File: src/rtl/front_spi_arb.sv
// Two-requester arbiter/sequencer for the shared front-panel SPI master (LCD = requester 0, switch = requester 1).
// Define SPI_ARB_SW_PRIO_EN to give the switch fixed priority on ties instead of round-robin.
module front_spi_arb #(
    parameter int TIMEOUT    = 8000,
    parameter int GAP_CYCLES = 4
) (
    input  logic        i_clk,
    input  logic        i_rst,
    input  logic [1:0]  i_req,
    input  logic [23:0] i_req0_data,
    input  logic [23:0] i_req1_data,
    input  logic        i_req0_cs,
    input  logic        i_req1_cs,
    output logic [1:0]  o_ack,
    output logic        o_err,
    output logic [23:0] o_rx_data,
    output logic        o_busy,
    output logic        o_spi_start,
    output logic [23:0] o_mosi_data,
    input  logic [23:0] i_miso_data,
    input  logic        i_spi_done,
    output logic        o_lcd_sw_cs
);

    typedef enum logic [2:0] {
        S_IDLE   = 3'd0,
        S_LAUNCH = 3'd1,
        S_WAIT   = 3'd2,
        S_DONE   = 3'd3,
        S_GAP    = 3'd4
    } state_t;

    localparam logic [15:0] TO_LAST  = 16'(TIMEOUT - 1);
    localparam logic [7:0]  GAP_LOAD = 8'((GAP_CYCLES > 0) ? GAP_CYCLES - 1 : 0);

    state_t      state;
    state_t      state_next;
    logic        winner;
    logic        owner;
    logic        err_flag;
    logic [15:0] to_cnt;
    logic [7:0]  gap_cnt;

`ifdef SPI_ARB_SW_PRIO_EN
    assign winner = i_req[1];
`else
    logic last_owner;

    // On a tie the requester that did not own the bus last time wins.
    assign winner = (i_req == 2'b11) ? ~last_owner : i_req[1];

    always_ff @(posedge i_clk) begin
        if (i_rst) begin
            last_owner <= 1'b1;
        end else if (state == S_IDLE && i_req != 2'b00) begin
            last_owner <= winner;
        end
    end
`endif

    always_ff @(posedge i_clk) begin
        if (i_rst) begin
            state <= S_IDLE;
        end else begin
            state <= state_next;
        end
    end

    always_comb begin
        state_next = state;
        case (state)
            S_IDLE:   if (i_req != 2'b00) state_next = S_LAUNCH;
            S_LAUNCH: state_next = S_WAIT;
            S_WAIT:   if (i_spi_done || to_cnt == TO_LAST) state_next = S_DONE;
            S_DONE:   state_next = (GAP_CYCLES == 0) ? S_IDLE : S_GAP;
            S_GAP:    if (gap_cnt == 8'd0) state_next = S_IDLE;
            default:  state_next = S_IDLE;
        endcase
    end

    always_comb begin
        o_spi_start = (state == S_LAUNCH);
        o_ack       = 2'b00;
        o_err       = 1'b0;
        if (state == S_DONE) begin
            o_ack = owner ? 2'b10 : 2'b01;
            o_err = err_flag;
        end
    end

    always_ff @(posedge i_clk) begin
        if (i_rst) begin
            owner       <= 1'b0;
            err_flag    <= 1'b0;
            to_cnt      <= 16'd0;
            gap_cnt     <= 8'd0;
            o_rx_data   <= 24'd0;
            o_mosi_data <= 24'd0;
            o_lcd_sw_cs <= 1'b0;
            o_busy      <= 1'b0;
        end else begin
            o_busy <= (state_next != S_IDLE);
            case (state)
                S_IDLE: begin
                    // MOSI word and chip-select change only here, at a grant.
                    if (i_req != 2'b00) begin
                        owner       <= winner;
                        o_mosi_data <= winner ? i_req1_data : i_req0_data;
                        o_lcd_sw_cs <= winner ? i_req1_cs : i_req0_cs;
                    end
                end
                S_LAUNCH: to_cnt <= 16'd0;
                S_WAIT: begin
                    // A done arriving in the timeout cycle still counts as success.
                    if (i_spi_done) begin
                        o_rx_data <= i_miso_data;
                    end else if (to_cnt == TO_LAST) begin
                        err_flag  <= 1'b1;
                        o_rx_data <= 24'd0;
                    end else begin
                        to_cnt <= to_cnt + 16'd1;
                    end
                end
                S_DONE: begin
                    err_flag <= 1'b0;
                    gap_cnt  <= GAP_LOAD;
                end
                S_GAP: if (gap_cnt != 8'd0) gap_cnt <= gap_cnt - 8'd1;
                default: ;
            endcase
        end
    end

endmodule
File: config.mk
export PLATFORM = sky130hd
export DESIGN_NAME = front_spi_arb
export DESIGN_NICKNAME = d
export VERILOG_FILES = /design/src/rtl/front_spi_arb.sv
export SDC_FILE = /design/constraint.sdc
export NUM_CORES = 1
export LEC_CHECK = 0
export BUFFER_PORTS_ARGS = -buffer_cell sky130_fd_sc_hd__buf_2
export CAP_MARGIN = 10
export CORE_ASPECT_RATIO = 1.25
export CORE_MARGIN = 2
export CORE_UTILIZATION = 50
export CTS_BUF_LIST = sky130_fd_sc_hd__clkbuf_4
export DETAILED_ROUTE_END_ITERATION = 16
export PLACE_DENSITY_LB_ADDON = 0.2
export SETUP_SLACK_MARGIN = 0.2
export SLEW_MARGIN = 20
export SYNTH_ARGS = -nofsm -noshare
export SYNTH_HDL_FRONTEND = slang
export SYNTH_SLANG_ARGS = --single-unit
File: constraint.sdc
create_clock -name i_clk -period 2.5 [get_ports i_clk]
set_input_delay 0.25 -clock i_clk [delete_from_list [all_inputs] [get_ports i_clk]]
set_output_delay 0.25 -clock i_clk [all_outputs]
set_load 0.01 [all_outputs]
Yosys cells after proc, flatten, opt, wreduce, memory -nomap -nowiden
Index checks and enable logic that the tools add are counted.

word-level totals
  flip-flop bits (word level) = 80
  latch bits = 0
  RAM bits = 0
  memory bits (read-only) = 0
  input port bits = 79
  output and inout bits = 54
  logic and storage cells = 59
  memories = 0

cells by class
  add/sub/neg operators = 2
  multiply operators = 0
  divide/modulo/power cells = 0
  magnitude comparators = 0
  equal/unequal tests = 10
  shift operators = 0
  muxes and demuxes = 20
  bitwise gates (word level) = 1
  reductions and logical operators = 16

operator list
  operator                 count
  $mux W24                 3
  $mux W16                 2
  $pmux W16 S2             1
  $add A16 B1 Y16 const B  1
  $eq A16 B13 Y1 const B   1
  $pmux W8 S2              1
  $pmux W3 S5              1
  $reduce_bool A2 Y1       5
  $mux W3                  3
  $logic_not A8 Y1         1
  $mux W8                  1
  $ne A2 B2 Y1 const B     4
  $reduce_bool A8 Y1       1
  $sub A8 B1 Y8 const B    1
  $eq A3 B2 Y1 const B     2
  $reduce_and A2 Y1        3
  $reduce_and A3 Y1        2
  $mux W1                  5
  $mux W2                  2
  $eq A3 B1 Y1 const B     1
  $eq A3 B3 Y1 const B     1
  $logic_not A3 Y1         1
  $reduce_bool A3 Y1       1
  $eq A2 B2 Y1 const B     1
  other kinds (4)          4

Logic depth before layout (Yosys ltp)
  word-level depth = 5
  depth in mapped cells = 6
  mapped depth without buffers = 6

Worst setup path before layout
OpenSTA, ideal clock, no wires.

  path type = flip-flop to flip-flop
  from = register state[2]
  to = register to_cnt[8]
  library setup time = 0.070 ns
  arrival time = 1.972 ns
  data required time = 2.430 ns
  slack = 0.457 ns
  cell stages (with the launch flop) = 7
  buffers on the path = 2
  period minus slack after synthesis = 2.043 ns
  path through = dfxtp_1 -> buf_6 -> or4b_4 -> or3_1 -> buf_2 -> or4_1 -> a21oi_1

on the way
  longest elaborated chain between the ends = 3
  elaborated cells on any way between the ends = 7
  those cells by class = eq/ne (4); mux (1); reduce/logical (2)

ends and longest elaborated chain
  item                                                                 line  RTL
  start: declaration                                                   36    state_t state;
  start signal: assignment                                             65    state <= state_next;
  $eq A3 B2 Y1 / $eq A3 B1 Y1 (equally long branches)                  103   case (state)
  $ne A2 B2 Y1 (no line) / $reduce_bool A2 Y1 (equally long branches)  n/a
  $reduce_and A3 Y1 (no line)                                          n/a
  end signal: assignment                                               121   to_cnt <= to_cnt + 16'd1;
  end: declaration                                                     41    logic [15:0] to_cnt;

Several ways; a longest one is shown, not always the timed one.
A chain may end at the register's enable or synchronous reset.

Worst setup path after layout
  from = register state[0]
  to = register to_cnt[14]

Same word-level chain as after synthesis.

==> impl_metrics.tcl <==
set metrics [dict create \
    overflow 0 \
    maxSlewHeadroom_pct 51.3 \
    rows 33 \
    setup_violations 0 \
    worstSkewPairLatency_ns 0.41 \
    grt_usage_pct 21.0 \
    fin_skew_ns 0.0205 \
    p_int_mw 2.03 \
    fin_cells 569 \
    grt_max_degree 46 \
    crit_arrival_ns 2.48 \
    pre_cts_ws_ns 0.263 \
    power_density_nw_per_um2 644 \
    synth_flop_cell "dfxtp_1" \
    clkPwrFrac_pct 30.1 \
    worst-setup-path-type "flip-flop to flip-flop" \
    combPwrFrac_pct 18.9 \
    root_buffer "clkbuf_4" \
    status "completed" \
    dieArea_um2 7480 \
    ios 133 \
    core_area_um2 6570 \
    cts_buffer_depth 2 \
    power.leakage_nw 1.91 \
    io_buffers 132 \
    rsz0062_at_grt "false" \
    setup_ws_ns 0.366 \
    crit_path_start_kind "flip-flop" \
    postSynthAreaPerCell_um2 9.74 \
    crit_path_max_incr_delay_ns 0.63 \
    drive_gt1_share_pct 35.3 \
    firstDrtPassIters 4 \
    synth_seq_cells 80 \
    first_iter_violations 115 \
    swShare_pct 27.7 \
    synth_nets 430 \
    cts_num_sinks 80 \
    maxCapViolations 0 \
    path_max_fanout 12 \
    finalNetCount 559 \
    antenna_left 0 \
    drc_errors 0 \
    synth_area_um2 3400 \
    irDropWorstVdd_mv 0.415 \
    initial_utilization_pct 51.8 \
    tritoncts "yes" \
    yosysUniqueCellTypes 48 \
    power_frac_seq_pct 51.0 \
    hpwlAfterDp_um 5850 \
    clk_pin_slew_ns 0.13 \
    yosysSeqAreaShare_pct 47.1 \
    worst_pin_slew_ns 0.730 \
    dp.cells 554 \
    slowest_stage "or4b_4" \
    place_congestion 0.799 \
    vias_per_cell 5.43 \
    layout_commonest_cell "buf_2" \
    required_ns 2.84 \
    hold_violations 0 \
    vias 3088 \
    async_flop_share_pct 0 \
    fin_crit_sh_pct 85.4 \
    cp_cell_sequence "or4b_4 > or3_4 > or4_1 > a21oi_1" \
    wl_per_cell_um 13.9 \
    critPathTopFamily "simple AND/OR/NAND/NOR gates" \
    timing.setup.tns_ns 0 \
    area_growth_pct 28.1 \
    crit_path_end_kind "flip-flop" \
    grt_pass1_wl_um 12600 \
    slew_violations 0 \
    wl_um 7900 \
    antenna_cells 0 \
    fmax_ghz 0.469 \
    die_h_um 96.2 \
    synth-warning-count 0 \
    cts_buffers 9 \
    layout_common_cells "132 x buf_2, 79 x dfxtp_1, 43 x nor2_1" \
    synth_edf_count 0 \
    grt_pass1_vias 2812 \
    hp-class "input port to flip-flop" \
    syn_inst 349 \
    switchingPower_mw 0.776 \
    htree_num_levels 3 \
    antenna_found_initial 0 \
    final.min_clock_period_ns 2.13 \
    critPathBufInv 0 \
    die_w_um 77.7 \
]
## cells by family (layout without fill, tap and decap cells)
group | Yosys count | in the layout | synth area share [%]
xor gates and xnor gates | 4 | 4 | 1.03
adders and majority gates | 2 | 2 | 0.736
buffers and inverters | 32 | 165 | 3.94
and+or+nand+nor | 104 | 104 | 17.3
AOI/OAI and AO/OA | 101 | 101 | 22.2
DFF | 80 | 80 | 47.1
muxes | 26 | 26 | 7.66
## synth_stat cells, drive strengths merged (2+ instances only)
master | n | area share (%)
o311ai | 2 | 0.52
a22o | 24 | 6.2
or2 | 3 | 0.55
or3b | 2 | 0.52
nor3b | 5 | 1.1
mux2i | 26 | 7.7
nor2 | 43 | 4.7
nand4 | 4 | 0.74
o211ai | 2 | 0.44
and2 | 4 | 0.74
o21a | 3 | 0.66
dfxtp | 80 | 47
or4b | 2 | 0.70
or3 | 2 | 0.37
nor4 | 2 | 0.99
or4 | 13 | 2.9
nand2 | 6 | 0.66
nor3 | 5 | 0.74
nand3 | 6 | 0.88
xor2 | 4 | 1.0
a21oi | 21 | 3.1
a211oi | 26 | 5.7
buf | 8 | 1.3
o41ai | 4 | 1.3
ha | 2 | 0.74
o31ai | 10 | 2.2
inv | 8 | 0.88
o221ai | 2 | 0.52
o21ai | 2 | 0.29
clkbuf | 16 | 1.8
## flip-flops by register name, summed over array words and instances (netlist names)
signal,count
o_rx_data,24
to_cnt,16
last_owner,1
err_flag,1
owner,1
o_busy,1
state,3
o_mosi_data,24
o_lcd_sw_cs,1
gap_cnt,8
## worst reg2reg max path: stages (launching register included)
cell and delay [ns]:
dfxtp_1 0.41, or4b_4 0.63, or3_4 0.47, or4_1 0.42, a21oi_1 0.15
## metal layers
layer  vias up  wire, um  GRT usage, %
met4         0       104          8.33
met5         -         0             0
li1       1572         -             -
met2        91      3950          35.7
met3         9       430          5.16
met1      1416      3420          25.6
## power groups by stage
stage | clock network [mW] | logic [mW] | registers, mW
2_1_floorplan | 0 | 0.281 | 1.48
3_3_place_gp | 0 | 0.525 | 1.45
3_5_place_dp | 0 | 0.535 | 1.45
4_1_cts | 0.862 | 0.535 | 1.43
5_1_grt | 0.922 | 0.588 | 1.44
6_report | 0.844 | 0.530 | 1.43
## area by class of cell
cell class | count | area, um^2
Timing Repair Buffer | 142 | 761
Multi-Input combinational cell | 237 | 1690
Clock inverter | 5 | 82.6
Sequential cell | 80 | 1600
Fill cell | 549 | 2210
Tap cell | 87 | 109
Clock buffer | 10 | 75.1
Inverter | 8 | 30.0
## per-stage QoR
step / utilization, % / total power [mW] / area (um^2) / hold slack (ns)
after floorplan: - / 1.76 / 3400 / 0.383
after global placement: 63.8 / 1.98 / 4190 / 0.449
after detailed placement: 63.8 / 1.99 / 4190 / 0.451
after CTS: 66.2 / 2.83 / 4350 / 0.0180
after global routing: 66.3 / 2.95 / 4350 / 0.0111
final: 66.3 / 2.80 / 4350 / 0.0414
## final timing paths
check	from	endpoint	slack, ns	cells after the start
worst min register to register	o_rx_data[17]$_SDFFE_PP0P_	o_rx_data[17]$_SDFFE_PP0P_	0.48	1
worst max register to register	state[0]$_SDFF_PP0_	to_cnt[14]$_SDFFE_PP0P_	0.37	4
worst max-delay path	state[0]$_SDFF_PP0_	to_cnt[14]$_SDFFE_PP0P_	0.37	4
worst min-delay path	i_miso_data[10]	o_rx_data[10]$_SDFFE_PP0P_	0.04	2
## repair_timing
item                       in CTS  in global routing
setup endpoints to repair       0                  4
hold buffers                    0                  0
setup buffers                   0                  0
gates resized for setup         0                  2
(Power assumes the default switching activity.)
